==> src/rtl/reaction_ctrl.sv <==
// Reaction-time tester: random pre-stimulus delay, ms-resolution BCD measurement,
// early/timeout fault detection and a best-time register.
module reaction_ctrl #(
    parameter int          TICK_DIV     = 50000,
    parameter int          MIN_DELAY_MS = 2000,
    parameter int          RND_W        = 11,
    parameter int          TIMEOUT_MS   = 1000,
    parameter logic [15:0] SEED         = 16'hACE1
) (
    input  logic        clk,
    input  logic        reset,
    input  logic        clear,
    input  logic        start,
    input  logic        stop,
    output logic        led,
    output logic        busy,
    output logic        early,
    output logic        timeout,
    output logic        done_tick,
    output logic [15:0] result_bcd,
    output logic [15:0] best_bcd,
    output logic [2:0]  state
);

    typedef enum logic [2:0] {
        IDLE     = 3'd0,
        WAIT_RND = 3'd1,
        MEASURE  = 3'd2,
        SHOW     = 3'd3,
        FAULT    = 3'd4
    } state_t;

    function automatic logic [15:0] to_bcd(input int value);
        logic [15:0] res;
        int          rem;
        res = 16'h0000;
        rem = value;
        for (int i = 0; i < 4; i++) begin
            res[4*i +: 4] = 4'(rem % 10);
            rem = rem / 10;
        end
        return res;
    endfunction

    // Ripple a +1 through four decimal digits.
    function automatic logic [15:0] bcd_inc(input logic [15:0] value);
        logic [15:0] res;
        logic        carry;
        res   = value;
        carry = 1'b1;
        for (int i = 0; i < 4; i++) begin
            if (carry) begin
                if (value[4*i +: 4] == 4'd9) begin
                    res[4*i +: 4] = 4'd0;
                end else begin
                    res[4*i +: 4] = value[4*i +: 4] + 4'd1;
                    carry = 1'b0;
                end
            end
        end
        return res;
    endfunction

    localparam int          PW          = $clog2(TICK_DIV);
    localparam int          DW          = $clog2(MIN_DELAY_MS + (1 << RND_W) + 1);
    localparam logic [PW-1:0] PRESC_LAST = PW'(TICK_DIV - 1);
    localparam logic [15:0] TIMEOUT_BCD = to_bcd(TIMEOUT_MS);
    localparam logic [15:0] BEST_INIT   = 16'h9999;

    state_t        cur, nxt;
    logic [15:0]   lfsr, lfsr_n;
    logic [PW-1:0] presc, presc_n;
    logic [DW-1:0] ms_cnt, ms_cnt_n, ms_inc;
    logic [DW-1:0] delay, delay_n;
    logic          led_n, busy_n, early_n, timeout_n, done_tick_n;
    logic [15:0]   result_n, best_n, result_inc;
    logic          tick;

    assign state = cur;

    always_ff @(posedge clk or posedge reset) begin
        if (reset) begin
            cur        <= IDLE;
            lfsr       <= SEED;
            presc      <= '0;
            ms_cnt     <= '0;
            delay      <= '0;
            led        <= 1'b0;
            busy       <= 1'b0;
            early      <= 1'b0;
            timeout    <= 1'b0;
            done_tick  <= 1'b0;
            result_bcd <= 16'h0000;
            best_bcd   <= BEST_INIT;
        end else begin
            cur        <= nxt;
            lfsr       <= lfsr_n;
            presc      <= presc_n;
            ms_cnt     <= ms_cnt_n;
            delay      <= delay_n;
            led        <= led_n;
            busy       <= busy_n;
            early      <= early_n;
            timeout    <= timeout_n;
            done_tick  <= done_tick_n;
            result_bcd <= result_n;
            best_bcd   <= best_n;
        end
    end

    always_comb begin
        nxt         = cur;
        lfsr_n      = {lfsr[14:0], lfsr[15] ^ lfsr[13] ^ lfsr[12] ^ lfsr[10]};
        presc_n     = '0;
        ms_cnt_n    = ms_cnt;
        delay_n     = delay;
        led_n       = led;
        early_n     = early;
        timeout_n   = timeout;
        done_tick_n = 1'b0;
        result_n    = result_bcd;
        best_n      = best_bcd;
        tick        = (presc == PRESC_LAST);
        ms_inc      = ms_cnt + 1'b1;
        result_inc  = bcd_inc(result_bcd);

        if (clear) begin
            nxt       = IDLE;
            ms_cnt_n  = '0;
            led_n     = 1'b0;
            early_n   = 1'b0;
            timeout_n = 1'b0;
            result_n  = 16'h0000;
            best_n    = BEST_INIT;
        end else begin
            case (cur)
                IDLE, SHOW, FAULT: begin
                    if (start) begin
                        nxt       = WAIT_RND;
                        delay_n   = DW'(MIN_DELAY_MS) + DW'(lfsr[RND_W-1:0]);
                        ms_cnt_n  = '0;
                        early_n   = 1'b0;
                        timeout_n = 1'b0;
                        result_n  = 16'h0000;
                    end
                end
                WAIT_RND: begin
                    presc_n = tick ? '0 : presc + 1'b1;
                    // A press before the light always wins over the delay expiring.
                    if (stop) begin
                        nxt     = FAULT;
                        early_n = 1'b1;
                        led_n   = 1'b0;
                    end else if (tick) begin
                        ms_cnt_n = ms_inc;
                        if (ms_inc >= delay) begin
                            nxt      = MEASURE;
                            presc_n  = '0;
                            led_n    = 1'b1;
                            result_n = 16'h0000;
                        end
                    end
                end
                MEASURE: begin
                    presc_n = tick ? '0 : presc + 1'b1;
                    if (stop) begin
                        nxt         = SHOW;
                        led_n       = 1'b0;
                        done_tick_n = 1'b1;
                        if (result_bcd < best_bcd) begin
                            best_n = result_bcd;
                        end
                    end else if (tick) begin
                        if (result_inc == TIMEOUT_BCD) begin
                            nxt       = FAULT;
                            timeout_n = 1'b1;
                            led_n     = 1'b0;
                        end
                        result_n = result_inc;
                    end
                end
                default: begin
                    nxt   = IDLE;
                    led_n = 1'b0;
                end
            endcase
        end

        busy_n = (nxt == WAIT_RND) || (nxt == MEASURE);
    end

endmodule

==> config.mk <==
export PLATFORM = sky130hd
export DESIGN_NAME = reaction_ctrl
export DESIGN_NICKNAME = d
export VERILOG_FILES = /design/src/rtl/reaction_ctrl.sv
export SDC_FILE = /design/constraint.sdc
export NUM_CORES = 1
export LEC_CHECK = 0
export ABC_AREA = 0
export CAP_MARGIN = 30
export CORE_UTILIZATION = 40
export DETAILED_ROUTE_END_ITERATION = 6
export SYNTH_ARGS = -nofsm -noshare
export SYNTH_HDL_FRONTEND = slang
export SYNTH_SLANG_ARGS = --single-unit
export TNS_END_PERCENT = 30
==> constraint.sdc <==
create_clock -name clk -period 11.1 [get_ports clk]
set_input_delay 3.33 -clock clk [delete_from_list [all_inputs] [get_ports clk]]
set_output_delay 3.33 -clock clk [all_outputs]
set_load 0.005 [all_outputs]
== After elaboration in Yosys (flattened, before gate mapping) ==
Index checks and enable logic that the tools add are counted.
Cells by class
  add/sub/neg operators: 7
  order comparisons: 2
  equal/unequal tests: 25
  muxes and demuxes: 64
  bitwise operators: 4
  reductions and logical operators: 16
Operator list (count)
  16-bit 2-to-1 mux: 16
  12-bit 2-to-1 mux: 4
  16-bit one-hot mux with 3 select lines: 1
  16-bit one-hot mux with 2 select lines: 1
  4-bit 2-to-1 mux: 7
  3-bit 2-to-1 mux: 8
  3-bit inequality test (second input constant): 8
  12-bit one-hot mux with 2 select lines: 1
  1-bit 2-to-1 mux: 22
  16-bit by 1-bit adder with 16-bit output (second input constant): 1
  4-bit by 1-bit adder with 4-bit output (second input constant): 4
  16-bit by 13-bit == test with 1-bit output (second input constant): 1
  16-bit == test (second input constant): 1
  4-bit == test (second input constant): 4
  16-bit < comparator: 1
  4-bit inequality test (second input constant): 4
  11-bit by 11-bit adder with 12-bit output (first input constant): 1
  12-bit by 1-bit adder with 12-bit output (second input constant): 1
  12-bit >= comparator: 1
  5-bit AND reduction: 2
  3-bit by 2-bit == test with 1-bit output (second input constant): 3
  3-bit one-hot mux with 3 select lines: 1
  3-bit AND reduction: 3
  7-bit AND reduction: 1
  other kinds (14): 21
Storage, ports and cells
  flip-flop bits (word level): 96
  input port bits: 5
  output and inout port bits: 40
  word-level logic and storage cells: 130

== Longest topological paths before layout ==
  word-level depth: 13
  gate-level depth with buffers: 14
  mapped depth without buffers: 13

== Worst setup path after synthesis ==
OpenSTA, ideal clock, no wires.
  path type: input -> register
  from: input port clear
  to: register result_bcd[3]
  setup time: 0.066 ns
  arrival: 4.750 ns
  data required time: 11.034 ns
  slack: 6.284 ns
  stages on the path: 7
  path buffers: 2
  path through: clkbuf_1 or2_2 a21oi_1 a221o_1 clkbuf_1 or4_1 nand2_1
On the way
  longest elaborated chain between the ends: 2
  elaborated cells on any way between the ends: 9
  classes of those cells: eq/ne (6); mux (1); reduce/logical (2)
RTL lines
  start, declared: RTL line 12  | input logic clear,
  3-bit inequality test (no line) / 4-bit nonzero test (equally long branches)
  7-bit AND reduction (no line)
  end signal, assigned: RTL line 106  | result_bcd <= result_n;
  end, declared: RTL line 20  | output logic [15:0] result_bcd,
Parallel ways exist; a longest one is shown, timed or not.
A chain may end at the register's enable or synchronous reset.

== Final worst setup path ==
  from: input port clear
  to: register result_bcd[13]
Same word-level chain as after synthesis.

==> impl_table.tex <==
\begin{tabular}{lr}
\hline
Metric & Value \\
\hline
\multicolumn{2}{l}{\textbf{Worst setup path}} \\
\quad Startpoint-to-endpoint class of the critical path & input port to register \\
\quad Arrival @ worst endpoint & 6.22 ns \\
\quad CP endpoint & result\_bcd[13]\$\_DFFE\_PP0P\_ \\
\quad Crit-path max FO & 27 \\
\quad Type of element capturing the critical path & register \\
\quad R2R setup slack & 7.34 ns \\
\quad Launch instance of the worst register-to-register path & ms\_cnt[0]\$\_DFFE\_PP0P\_ \\
\quad Number of cells traversed by the worst register-to-register path & 11 \\
\quad Required @ worst endpoint & 11.35 ns \\
\quad Critical path launch point type & input port \\
\quad First element of the critical path & clear \\
\quad Worst reg2reg endpoint & result\_bcd[13]\$\_DFFE\_PP0P\_ \\
\multicolumn{2}{l}{\textbf{Logic synthesis}} \\
\quad Number of synthesized register bits & 96 \\
\quad Library cells used by synthesis & 62 \\
\quad Number of synthesized flops with an enable pin & 0 \\
\quad Total of warnings raised by yosys & 0 \\
\quad Primary flip-flop cell chosen by synthesis mapping & sky130\_fd\_sc\_hd\_\_dfrtp\_1 \\
\quad Share of the yosys chip area belonging to registers & 45.9\% \\
\quad Area contributors post-synth & sky130\_fd\_sc\_hd\_\_dfrtp\_1 38\%, sky130\_fd\_sc\_hd\_\_dfstp\_2 8.0\%, sky130\_fd\_sc\_hd\_\_ha\_1 7.1\%, sky130\_fd\_sc\_hd\_\_nand2\_1 4.5\%, sky130\_fd\_sc\_hd\_\_nor2\_1 4.3\% \\
\quad Number of instances in the synthesized netlist & 561 \\
\quad Post-synthesis area per instance & 9.40 um\^{}2 \\
\quad Fraction of registers with async set or reset after synthesis & 100\% \\
\quad Post-synth top area cell & sky130\_fd\_sc\_hd\_\_dfrtp\_1 \\
\quad Mapped Area & 5270 um\^{}2 \\
\quad Share of the synthesized area in the top cell type & 38.0\% \\
\quad Syn nets & 596 \\
\multicolumn{2}{l}{\textbf{CTS}} \\
\quad TritonCTS clock tree & yes \\
\quad Number of H-tree levels & 3 \\
\quad Clk\_lat worst skew & 0.35 ns \\
\quad Max Root-Sink Buffers & 2 \\
\quad Clock Pin Slew Worst Setup and Hold Paths & 0.07 ns \\
\quad Hold buffer count at CTS & 0 \\
\quad Post CTS Setup Buffer Count & 0 \\
\quad Total CTS buffers & 9 \\
\quad \# clock sinks & 96 \\
\quad Resize count post-CTS & 0 \\
\quad Clk root buf & sky130\_fd\_sc\_hd\_\_clkbuf\_16 \\
\multicolumn{2}{l}{\textbf{Layout}} \\
\quad Diodes inserted & 0 \\
\quad Fraction of final layout cells sized beyond drive strength 1 & 8.36\% \\
\quad Total Nets Final & 628 \\
\quad Area growth syn-to-layout & 16.7\% \\
\quad Design area & 6150 um\^{}2 \\
\quad Post-layout utilization of the core & 48.4\% \\
\multicolumn{2}{l}{\textbf{Timing}} \\
\quad RSZ-0062 raised after global routing & false \\
\quad Final period demand of the worst path & 5.97 ns \\
\quad Clock skew after layout & 0.00667 ns \\
\quad Final setup slack of the worst path & 5.13 ns \\
\quad Final hold violation count & 0 \\
\quad Setup violations, final & 0 \\
\quad Worst slew margin relative to its limit & 42.9\% \\
\quad Max-slew violation count & 0 \\
\quad Share of the cycle needed by the critical path after routing & 53.8\% \\
\quad Maximum achievable frequency & 168 MHz \\
\quad Slew at the pin closest to its max-slew limit & 0.854 ns \\
\quad Total negative slack & 0 ns \\
\multicolumn{2}{l}{\textbf{Floorplanning}} \\
\quad Width of the chip & 117 um \\
\quad Boundary Pins & 45 \\
\quad Die area & 13600 um\^{}2 \\
\quad Initial core utilization & 41.4\% \\
\quad Core Area & 12700 um\^{}2 \\
\quad Chip Height & 117 um \\
\quad Site Rows & 41 \\
\multicolumn{2}{l}{\textbf{GRT}} \\
\quad Pin count of the biggest net entering global routing & 62 \\
\quad First-pass GRT wire length & 18600 um \\
\quad Total track usage & 17.6\% \\
\quad Total congestion overflow & 0 \\
\quad Via count of the first global-routing pass & 3762 \\
\quad Number of antenna violations at the first check in global routing & 0 \\
\multicolumn{2}{l}{\textbf{Placed design}} \\
\quad Post-DP Area & 5850 um\^{}2 \\
\quad Post-placement worst setup slack & 4.77 ns \\
\quad \# port buffers & 44 \\
\quad Post-detailed-placement half-perimeter wirelength & 7690 um \\
\quad Final RePlAce weighted congestion & 0.807 \\
\multicolumn{2}{l}{\textbf{Routing}} \\
\quad Via-per-instance ratio & 5.24 \\
\quad Drc violations & 0 \\
\quad Via Count & 4036 \\
\quad Highest routed layer & met4 \\
\quad Routed metal-1 wirelength & 5480 um \\
\quad Routed len/inst & 14.1 um \\
\quad Routed wire length & 10800 um \\
\quad Length of routed met3 wiring & 488 um \\
\quad Met2 WL & 4640 um \\
\quad Number of nets still failing antenna checks after routing & 0 \\
\quad Starting DRT DRC Count & 230 \\
\quad Number of iterations in the first detailed-routing pass & 5 \\
\multicolumn{2}{l}{\textbf{Outcome}} \\
\quad Status & complete, no violations \\
\multicolumn{2}{l}{\textbf{Flow run}} \\
\quad Max-capacitance violation count & 0 \\
\multicolumn{2}{l}{\textbf{Power}} \\
\quad Total power consumption of the routed design & 0.722 mW \\
\quad Max VDD drop & 76.8 uV \\
\quad LEAKAGE & 2.67 nW \\
\quad PD cells & 117 nW/um\^{}2 \\
\multicolumn{2}{l}{\textbf{Hold path}} \\
\quad Worst min-delay path category & register to register \\
\hline
\end{tabular}
## area by class of cell
type / count / area [um^2]
Clock buffer: 9 / 225
Sequential cell: 96 / 2420
Multi-Input combinational cell: 404 / 2600
Fill cell: 1222 / 6570
Clock inverter: 7 / 80.1
Timing Repair Buffer: 49 / 482
Inverter: 33 / 125
Tap cell: 172 / 215
## power breakdown
| part | internal (mW) | switching, mW | leakage (nW) |
|---|---|---|---|
| sequential | 0.356 | 0.00404 | 1.26 |
| combinational | 0.0138 | 0.0302 | 1.26 |
| clock | 0.177 | 0.141 | 0.148 |
## per-layer routing
metal	GRT usage, %	vias to the layer above
li1	-	2010
met3	2.83	15
met4	7.93	0
met2	25.8	84
met5	0	-
met1	25.7	1927
## worst min-delay path by stage
stage	start	end	slack, ns	cells past startpoint
detailed placement	lfsr[14]$_DFF_PP0_	lfsr[15]$_DFF_PP1_	0.35	0
CTS	lfsr[14]$_DFF_PP0_	lfsr[15]$_DFF_PP1_	0.35	0
finish	lfsr[14]$_DFF_PP0_	lfsr[15]$_DFF_PP1_	0.35	0
global route	lfsr[14]$_DFF_PP0_	lfsr[15]$_DFF_PP1_	0.37	0
global placement	lfsr[14]$_DFF_PP0_	lfsr[15]$_DFF_PP1_	0.34	0
floorplan	lfsr[14]$_DFF_PP0_	lfsr[15]$_DFF_PP1_	0.33	0
## critical path: stages
cell and delay [ns]:
sky130_fd_sc_hd__clkdlybuf4s50_1 0.46, sky130_fd_sc_hd__buf_4 0.28, sky130_fd_sc_hd__or3_1 0.59, sky130_fd_sc_hd__a21oi_1 0.14
sky130_fd_sc_hd__a221o_1 0.52, sky130_fd_sc_hd__or2_1 0.48, sky130_fd_sc_hd__o41ai_1 0.40
## state kept, by name (all words and copies together) (netlist names), 3 cells and up
signal,flops
best_bcd,16
delay,12
lfsr,16
ms_cnt,12
presc,16
result_bcd,16
state,3
## cell usage in the layout (no fill, tap or decap), types with 4 or more instances in the layout
master,synthesis,final
sky130_fd_sc_hd__dfrtp_1,80,80
sky130_fd_sc_hd__nand2_1,63,63
sky130_fd_sc_hd__nor2_1,61,61
sky130_fd_sc_hd__clkdlybuf4s50_1,0,44
sky130_fd_sc_hd__o21ai_0,43,43
sky130_fd_sc_hd__inv_1,33,32
sky130_fd_sc_hd__ha_1,30,30
sky130_fd_sc_hd__a21oi_1,22,22
sky130_fd_sc_hd__xnor2_1,19,19
sky130_fd_sc_hd__xor2_1,17,17
sky130_fd_sc_hd__nand3_1,16,16
sky130_fd_sc_hd__dfstp_2,16,16
sky130_fd_sc_hd__mux2i_1,9,9
sky130_fd_sc_hd__clkbuf_16,0,9
sky130_fd_sc_hd__and3_1,8,8
sky130_fd_sc_hd__a211o_1,8,8
sky130_fd_sc_hd__nand4_1,7,7
sky130_fd_sc_hd__o31ai_1,7,7
sky130_fd_sc_hd__o21ai_1,7,7
sky130_fd_sc_hd__nand2b_1,6,6
sky130_fd_sc_hd__nor3_1,6,6
sky130_fd_sc_hd__a31oi_1,6,6
sky130_fd_sc_hd__and2_1,5,5
sky130_fd_sc_hd__nor2b_1,4,4
sky130_fd_sc_hd__buf_4,2,4
## Yosys cell counts, types with 3 or more instances
cell and count:
sky130_fd_sc_hd__clkbuf_1 17, sky130_fd_sc_hd__nor2b_1 4, sky130_fd_sc_hd__a211oi_1 3, sky130_fd_sc_hd__o21ai_1 7, sky130_fd_sc_hd__a21oi_1 22, sky130_fd_sc_hd__o21ai_0 43
sky130_fd_sc_hd__nand2b_1 6, sky130_fd_sc_hd__nor2_1 61, sky130_fd_sc_hd__xor2_1 17, sky130_fd_sc_hd__or2_1 3, sky130_fd_sc_hd__dfstp_2 16, sky130_fd_sc_hd__a211o_1 8
sky130_fd_sc_hd__ha_1 30, sky130_fd_sc_hd__o31ai_1 7, sky130_fd_sc_hd__a21o_1 3, sky130_fd_sc_hd__and2_1 5, sky130_fd_sc_hd__o22a_1 3, sky130_fd_sc_hd__nand2_1 63
sky130_fd_sc_hd__dfrtp_1 80, sky130_fd_sc_hd__nor3_1 6, sky130_fd_sc_hd__or4_1 3, sky130_fd_sc_hd__o211ai_1 3, sky130_fd_sc_hd__a31oi_1 6, sky130_fd_sc_hd__xnor2_1 19
sky130_fd_sc_hd__buf_2 9, sky130_fd_sc_hd__and3_1 8, sky130_fd_sc_hd__mux2i_1 9, sky130_fd_sc_hd__inv_1 33, sky130_fd_sc_hd__nand3_1 16, sky130_fd_sc_hd__nand4_1 7
sky130_fd_sc_hd__or3_1 3, sky130_fd_sc_hd__o21a_1 3, sky130_fd_sc_hd__o41ai_1 3
## metrics by stage
stage	cells	hold WS, ns
3_3_place_gp	753	0.335
2_1_floorplan	561	0.333
5_1_grt	770	0.372
3_5_place_dp	754	0.346
4_1_cts	770	0.355
6_report	770	0.352
## kinds of logic after synthesis
kind of cell	after synthesis	synth area share, %
DFF	96	45.9
muxes	11	2.14
buffers and inverters	61	4.70
adders and majority gates	30	7.12
and+or+nand+nor	205	19.6
xor gates and xnor gates	36	5.98
AOI/OAI and AO/OA	122	14.5
Note: power is estimated with default switching activity, not from simulation.
